$ cat config.mk
export PLATFORM = sky130hd
export DESIGN_NAME = bpf_update_queue
export DESIGN_NICKNAME = d
export VERILOG_FILES = /design/src/rtl/bpf_update_queue.sv
export SDC_FILE = /design/constraint.sdc
export NUM_CORES = 1
export LEC_CHECK = 0
export CAP_MARGIN = 25
export CORE_UTILIZATION = 53
export CTS_CLUSTER_DIAMETER = 150
export CTS_CLUSTER_SIZE = 8
export DETAILED_ROUTE_END_ITERATION = 10
export PLACE_DENSITY = 0.81
export RECOVER_POWER = 50
export REMOVE_ABC_BUFFERS = 1
export SYNTH_ARGS = -nofsm -noshare
export SYNTH_HDL_FRONTEND = slang
export SYNTH_SLANG_ARGS = --single-unit
export TNS_END_PERCENT = 20
$ cat constraint.sdc
create_clock -name clk -period 8.45 [get_ports clk]
set_input_delay 1.69 -clock clk [delete_from_list [all_inputs] [get_ports clk]]
set_output_delay 1.69 -clock clk [all_outputs]
set_load 0.01 [all_outputs]
$ cat src/rtl/bpf_update_queue.sv
// Branch-resolve update queue.
// Picks the live resolve lanes, raises a registered frontend redirect on a
// CSR request or on the oldest live mispredict, and buffers the predictor
// training updates in a small first-word-fall-through FIFO that accepts up
// to LANES writes per cycle and drains one entry per accepted handshake.
module bpf_update_queue #(
    parameter int LANES = 2,
    parameter int DEPTH = 4,
    parameter int PCW   = 30
) (
    input  logic                      clk,
    input  logic                      rst_n,
    input  logic                      csr_flush_i,
    input  logic [PCW-1:0]            csr_target_i,
    input  logic                      stall_i,
    input  logic [LANES-1:0]          lane_valid_i,
    input  logic [LANES-1:0][PCW-1:0] lane_pc_i,
    input  logic [LANES-1:0]          lane_taken_i,
    input  logic [LANES-1:0][PCW-1:0] lane_target_i,
    input  logic [LANES-1:0]          lane_pred_taken_i,
    input  logic [LANES-1:0][PCW-1:0] lane_pred_npc_i,
    input  logic [LANES-1:0][1:0]     lane_br_type_i,
    output logic                      ready_o,
    output logic                      flush_o,
    output logic [PCW-1:0]            flush_target_o,
    output logic                      upd_valid_o,
    input  logic                      upd_ready_i,
    output logic [PCW-1:0]            upd_pc_o,
    output logic                      upd_taken_o,
    output logic [PCW-1:0]            upd_target_o,
    output logic [1:0]                upd_br_type_o,
    output logic                      upd_miss_o,
    output logic [31:0]               miss_cnt_o
);

    // A one-entry FIFO still needs a one-bit pointer; masking by DEPTH-1
    // keeps the wrap correct for every power-of-two depth.
    localparam int AW = (DEPTH > 1) ? $clog2(DEPTH) : 1;
    localparam int CW = AW + 1;

    typedef struct packed {
        logic [PCW-1:0] pc;
        logic           taken;
        logic [PCW-1:0] target;
        logic [1:0]     br_type;
        logic           miss;
    } entry_t;

    entry_t          mem_q [DEPTH];
    logic [AW-1:0]   wr_ptr_q, wr_ptr_d;
    logic [AW-1:0]   rd_ptr_q, rd_ptr_d;
    logic [CW-1:0]   count_q, count_d;
    logic            flush_q, flush_d;
    logic [PCW-1:0]  flush_target_q, flush_target_d;
    logic [31:0]     miss_cnt_q, miss_cnt_d;

    logic [LANES-1:0] lane_miss;
    logic [LANES-1:0] live;
    logic [AW-1:0]    wr_idx [LANES];
    logic [CW-1:0]    push_cnt;
    logic             any_miss;
    logic [PCW-1:0]   miss_npc;
    logic             blocked;
    logic             pop;

    // Ready depends only on the registered occupancy so the BPU handshake
    // never reaches back into the resolve stage combinationally.
    assign ready_o = (CW'(DEPTH) - count_q) >= CW'(LANES);
    assign pop     = (count_q != '0) && upd_ready_i;

    // Lane qualification in age order: the first live mispredict blocks all
    // younger lanes, and each live lane gets the next free FIFO slot.
    always_comb begin
        int off;
        off      = 0;
        blocked  = 1'b0;
        live     = '0;
        lane_miss = '0;
        any_miss = 1'b0;
        miss_npc = '0;
        push_cnt = '0;
        for (int k = 0; k < LANES; k++) begin
            wr_idx[k] = '0;
        end
        for (int k = 0; k < LANES; k++) begin
            lane_miss[k] = (lane_pred_taken_i[k] != lane_taken_i[k]) ||
                           (lane_taken_i[k] && (lane_pred_npc_i[k] != lane_target_i[k]));
            if (lane_valid_i[k] && !stall_i && !csr_flush_i && ready_o && !blocked) begin
                live[k]   = 1'b1;
                wr_idx[k] = AW'((int'(wr_ptr_q) + off) & (DEPTH - 1));
                off       = off + 1;
                push_cnt  = push_cnt + CW'(1);
                if (lane_miss[k]) begin
                    blocked  = 1'b1;
                    any_miss = 1'b1;
                    miss_npc = lane_taken_i[k] ? lane_target_i[k] : lane_pc_i[k] + PCW'(1);
                end
            end
        end
    end

    // Next-state for pointers, occupancy, redirect and the mispredict counter.
    always_comb begin
        wr_ptr_d       = AW'((int'(wr_ptr_q) + int'(push_cnt)) & (DEPTH - 1));
        rd_ptr_d       = pop ? AW'((int'(rd_ptr_q) + 1) & (DEPTH - 1)) : rd_ptr_q;
        count_d        = count_q + push_cnt - CW'(pop);
        flush_d        = csr_flush_i || any_miss;
        flush_target_d = flush_target_q;
        if (csr_flush_i) begin
            flush_target_d = csr_target_i;
        end else if (any_miss) begin
            flush_target_d = miss_npc;
        end
        miss_cnt_d = miss_cnt_q;
        if (any_miss && (miss_cnt_q != 32'hFFFF_FFFF)) begin
            miss_cnt_d = miss_cnt_q + 32'd1;
        end
    end

    // Control state register with asynchronous reset.
    always_ff @(posedge clk or negedge rst_n) begin
        if (!rst_n) begin
            wr_ptr_q       <= '0;
            rd_ptr_q       <= '0;
            count_q        <= '0;
            flush_q        <= 1'b0;
            flush_target_q <= '0;
            miss_cnt_q     <= '0;
        end else begin
            wr_ptr_q       <= wr_ptr_d;
            rd_ptr_q       <= rd_ptr_d;
            count_q        <= count_d;
            flush_q        <= flush_d;
            flush_target_q <= flush_target_d;
            miss_cnt_q     <= miss_cnt_d;
        end
    end

    // FIFO storage; contents need no reset because occupancy gates validity.
    always_ff @(posedge clk) begin
        for (int k = 0; k < LANES; k++) begin
            if (live[k]) begin
                mem_q[wr_idx[k]] <= '{pc:      lane_pc_i[k],
                                      taken:   lane_taken_i[k],
                                      target:  lane_target_i[k],
                                      br_type: lane_br_type_i[k],
                                      miss:    lane_miss[k]};
            end
        end
    end

    assign flush_o        = flush_q;
    assign flush_target_o = flush_target_q;
    assign miss_cnt_o     = miss_cnt_q;
    assign upd_valid_o    = (count_q != '0);
    assign upd_pc_o       = mem_q[rd_ptr_q].pc;
    assign upd_taken_o    = mem_q[rd_ptr_q].taken;
    assign upd_target_o   = mem_q[rd_ptr_q].target;
    assign upd_br_type_o  = mem_q[rd_ptr_q].br_type;
    assign upd_miss_o     = mem_q[rd_ptr_q].miss;

endmodule
# After elaboration in Yosys (flattened, before gate mapping)
# Memories as Yosys holds them, arrays and structs flattened.
# Cells that the tools add are included.
[totals]
regBits = 70
memories = 1
word_cells = 65
output_inout_bits = 129
inputBits = 225
ram_bits = 256
[mem_list]
columns = ["memory", "depth", "width", "rd", "rd_clocked_by_memory_dff", "write_ports", "line", "source"]
rows = [
  ["mem_q", 4, 64, 1, 0, 2, "49", "entry_t mem_q [DEPTH];"],
]
[classes]
order_cmp = 1
n_eq_ne = 5
mux = 23
addsub = 10
reduce_logical = 19
[ops]
columns = ["cell", "n"]
rows = [
  ["2-to-1 mux 30 bit", 8],
  ["adder 30 x 1 -> 30 bit (second input constant)", 2],
  ["inequality test 30 bit", 2],
  ["adder 32 x 1 -> 32 bit (second input constant)", 1],
  ["inequality test 32 bit (second input constant)", 1],
  ["2-to-1 mux 1 bit", 12],
  ["logical AND 1 bit", 11],
  ["2-to-1 mux 2 bit", 3],
  ["adder 2 bit", 2],
  ["adder 3 bit", 1],
  [">= comparator 3 x 2 -> 1 bit (second input constant)", 1],
  ["logical NOT 1 bit", 3],
  ["logical OR 1 bit", 3],
  ["nonzero test 3 bit", 1],
  ["subtractor 3 x 1 -> 3 bit", 1],
  ["subtractor 3 bit (first input constant)", 1],
  ["adder 1 x 1 -> 2 bit (second input constant)", 1],
  ["adder 2 x 1 -> 2 bit (second input constant)", 1],
  ["inequality test 1 bit", 2],
  ["nonzero test 2 bit", 1],
]

# Logic depth before layout (Yosys ltp)
[depth]
depth_word = 10
ltp_mapped = 16
depth_no_buf = 16

# Least setup slack after synthesis
# No wires, ideal clock.
[synth_timing]
path_type = "input-to-reg"
start = "in csr_flush_i"
end = "mem mem_q[1][0] in the netlist's numbering (enable)"
setup_slack_ns = 0.492
arrival_ns = 7.377
stages = 7
path_cell_list = "clkbuf_1 nor2_1 nand3_1 inv_1 ha_1 inv_1 o31ai_1"
[synth_lines]
columns = ["element", "line", "source"]
rows = [
  ["start: declaration", "13", "input logic csr_flush_i,"],
  ["end: declaration", "49", ""],
]

==> results.yml <==
logic_synthesis:
  synth-async-reset-ratio: 0.215
  yosysTopAreaCell: "edfxtp_1"
  seq_area_frac_synth: 0.515
  syn_avg_cell_area_um2: 13.5
  synth_warnings: 0
  synth_cell_type_count: 49
  ys_ff_latch: 326
  yosys-top-cells-area: "edfxtp_1 (42%), mux2_2 (12%), dfrtp_1 (9.6%), mux4_2 (7.9%), mux2_4 (4.7%)"
  netlist.area_leader.share: 0.420
  syn_area_mm2: 0.0183
  synth_enable_flop_cells: 256
  ys_dominant_reg_cell: "edfxtp_1"
  synthCells: 1362
layout:
  drive_gt1_frac: 0.217
  fillers: 2338
  fin_util: 0.695
  syn_to_final_growth_pct: 28.2
  fin_nets: 1932
  seqCellArea_mm2: 0.00944
  multiInputGateArea_mm2: 0.00835
run_status:
  violations: "capacitance limit, slew limit"
  outcome: "finished with violations"
placement:
  gp_congestion: 0.924
  place_ws_ns: 1.71
  numPortBuffers: 353
  dp_hpwl_um: 40000
clocking:
  cts_tree: "built"
  clock-sinks: 326
  cts_hold_buf: 0
  ctsResizeCount: 0
  clk-insertion-delay-late_ns: 0.54
  cts_buffers: 46
  htree_num_levels: 2
  cts_max_path_buffers: 3
  postCtsSetupRepairBufs: 0
  clkTransAtPathRegs_ns: 0.05
  root_buffer: "clkbuf_16"
timing:
  timing.hold.ws_ns: 0.490
  finalSetupViolCount: 0
  setup_tns_ns: 0
  max-slew-margin-rel: -0.525
  fin_ws_ns: 1.33
  tightest_slew_ns: 2.29
  hold_viol_final: 0
  period_share: 0.843
  finClkSkew_ns: 0.0199
  rsz0062_at_grt: "false"
  period_minus_slack_ns: 7.12
  maxSlewViolCount: 173
  fmax_mhz: 140
routing:
  antenna_left: 0
  dr.first_iter.drc_count: 1599
  via_per_inst: 6.31
  drt-wirelength-per-cell_um: 27.3
  firstDrtPassIters: 6
  dr_total_vias: 13800
  wirelength_um: 59600
  drc_errors: 0
power:
  peakVddDrop_mv: 0.188
  pwr-share-clk: 0.299
  pwr-share-comb: 0.333
  p_sw_frac: 0.306
  total_power_mw: 5.74
  cellPowerDensity_mw_per_mm2: 245
  power_leakage_nw: 8.56
  p_seq_frac: 0.368
  p_sw_mw: 1.76
  p_int_mw: 3.99
floorplanning:
  die_h_um: 188
  core_area_mm2: 0.0338
  io_pins: 354
  initial_core_util: 0.542
  die-width_um: 188
  rows: 67
  die_area_mm2: 0.0353
setup_path:
  critPathKind: "primary input to register"
  timing.reg2reg.setup_slack_ns: 3.40
  critPathTopFamily: "simple AND/OR/NAND/NOR gates"
  endpoint_kind: "register"
  crit_buf_inv: 3
  cp.arrival_ns: 7.28
  cp.required_ns: 8.60
  crit_slowest_cell: "or4_1"
  start_kind: "primary input"
  crit_fanout: 39
  worstPathCellList: "dlygate4sd3_1, xor2_1, nor4_1, nand4_1, nor4_1, nor3_4, buf_4, or4_1, o21ai_4, buf_4"
  cpPeakStageDelay_ns: 1.16
flow_run:
  maxCapViolCount: 5
global_routing:
  grt_pass1_wl_um: 88400
  track_usage: 0.336
  antenna_found_initial: 6
  grt_max_degree: 71
  overflow: 0
  grt_pass1_vias: 14200
hold_path:
  hold_path_class: "register to register"
[final cells by class]
class	instances	share of cell area
diodes	6	0.000639
clock inverters	1	0.000373
well taps	448	0.0239
flip-flops and latches	326	0.402
clock buffers	83	0.0562
inverters	25	0.00399
multi-input cells	919	0.355
repair buffers	376	0.158
[logic make-up after synthesis]
| logic type | Yosys count | synth area share |
|---|---|---|
| buffers and inverters | 117 | 0.0272 |
| xor gates and xnor gates | 152 | 0.0726 |
| AOI/OAI and AO/OA | 137 | 0.0442 |
| DFF | 326 | 0.515 |
| and+or+nand+nor | 281 | 0.0754 |
| muxes | 336 | 0.256 |
| adders and majority gates | 13 | 0.00929 |
[layer usage]
metal  up-vias  track usage  part of all wire
met5         -            0           0.00032
met4         2        0.147             0.043
met3       144       0.0921              0.11
met2       915        0.544              0.48
met1      6876        0.423              0.37
li1       5844            -                 -
[synth_stat cells (14+ instances only)]
| cell | n |
|---|---|
| nor4_1 | 15 |
| inv_1 | 24 |
| mux2_2 | 196 |
| nand3_1 | 34 |
| o22ai_1 | 15 |
| xnor2_1 | 72 |
| dfrtp_1 | 70 |
| a21oi_1 | 26 |
| clkbuf_1 | 61 |
| xor2_1 | 80 |
| mux4_2 | 64 |
| o21ai_0 | 63 |
| mux2_4 | 57 |
| nor2_1 | 50 |
| nand2_1 | 95 |
| buf_1 | 16 |
| nand4_1 | 36 |
| edfxtp_1 | 256 |
| mux2i_1 | 19 |
| nor3_1 | 14 |
[registers in the layout, indices dropped and copies added (netlist names)]
| name | count |
|---|---|
| count_q | 3 |
| flush_o | 1 |
| flush_target_o | 30 |
| mem_q | 256 |
| miss_cnt_o | 32 |
| rd_ptr_q | 2 |
| wr_ptr_q | 2 |
[power groups by stage]
stage | sequential, mW | combinational [mW] | clock (mW)
6_report | 2.12 | 1.91 | 1.72
5_1_grt | 2.13 | 2.01 | 1.79
4_1_cts | 2.12 | 2.00 | 1.73
3_5_place_dp | 2.15 | 1.99 | 0
3_3_place_gp | 2.14 | 1.96 | 0
2_1_floorplan | 2.21 | 0.969 | 0
[final timing paths]
path	cells past startpoint	to	start
worst max-delay path	10	mem_q[2][46]	lane_target_i[0]
worst min-delay path	1	miss_cnt_o[21]	miss_cnt_o[21]
worst max register to register	11	mem_q[2][46]	count_q[0]
worst min register to register	1	miss_cnt_o[21]	miss_cnt_o[21]
max in group asynchronous	2	flush_target_o[29]	rst_n
min in group asynchronous	1	count_q[2]	rst_n
[cell usage in the layout (no fill, tap or decap), types with 36 or more instances in the layout]
cell / instances
nand2_1: 95
xnor2_1: 72
mux2_2: 196
mux4_2: 64
o21ai_0: 61
edfxtp_1: 256
nand4_1: 36
dlygate4sd3_1: 130
nor2_1: 49
clkdlybuf4s50_1: 220
dfrtp_1: 69
clkbuf_16: 47
clkbuf_1: 41
xor2_1: 80
mux2_4: 37
[stage by stage]
stage / std cells / instance area [µm²]
floorplan: 1270 / 17900
global placement: 2090 / 22200
detailed placement: 2090 / 22200
CTS: 2174 / 23600
global route: 2181 / 23500
finish: 2184 / 23500
Note: power is estimated with default switching activity, not from simulation.
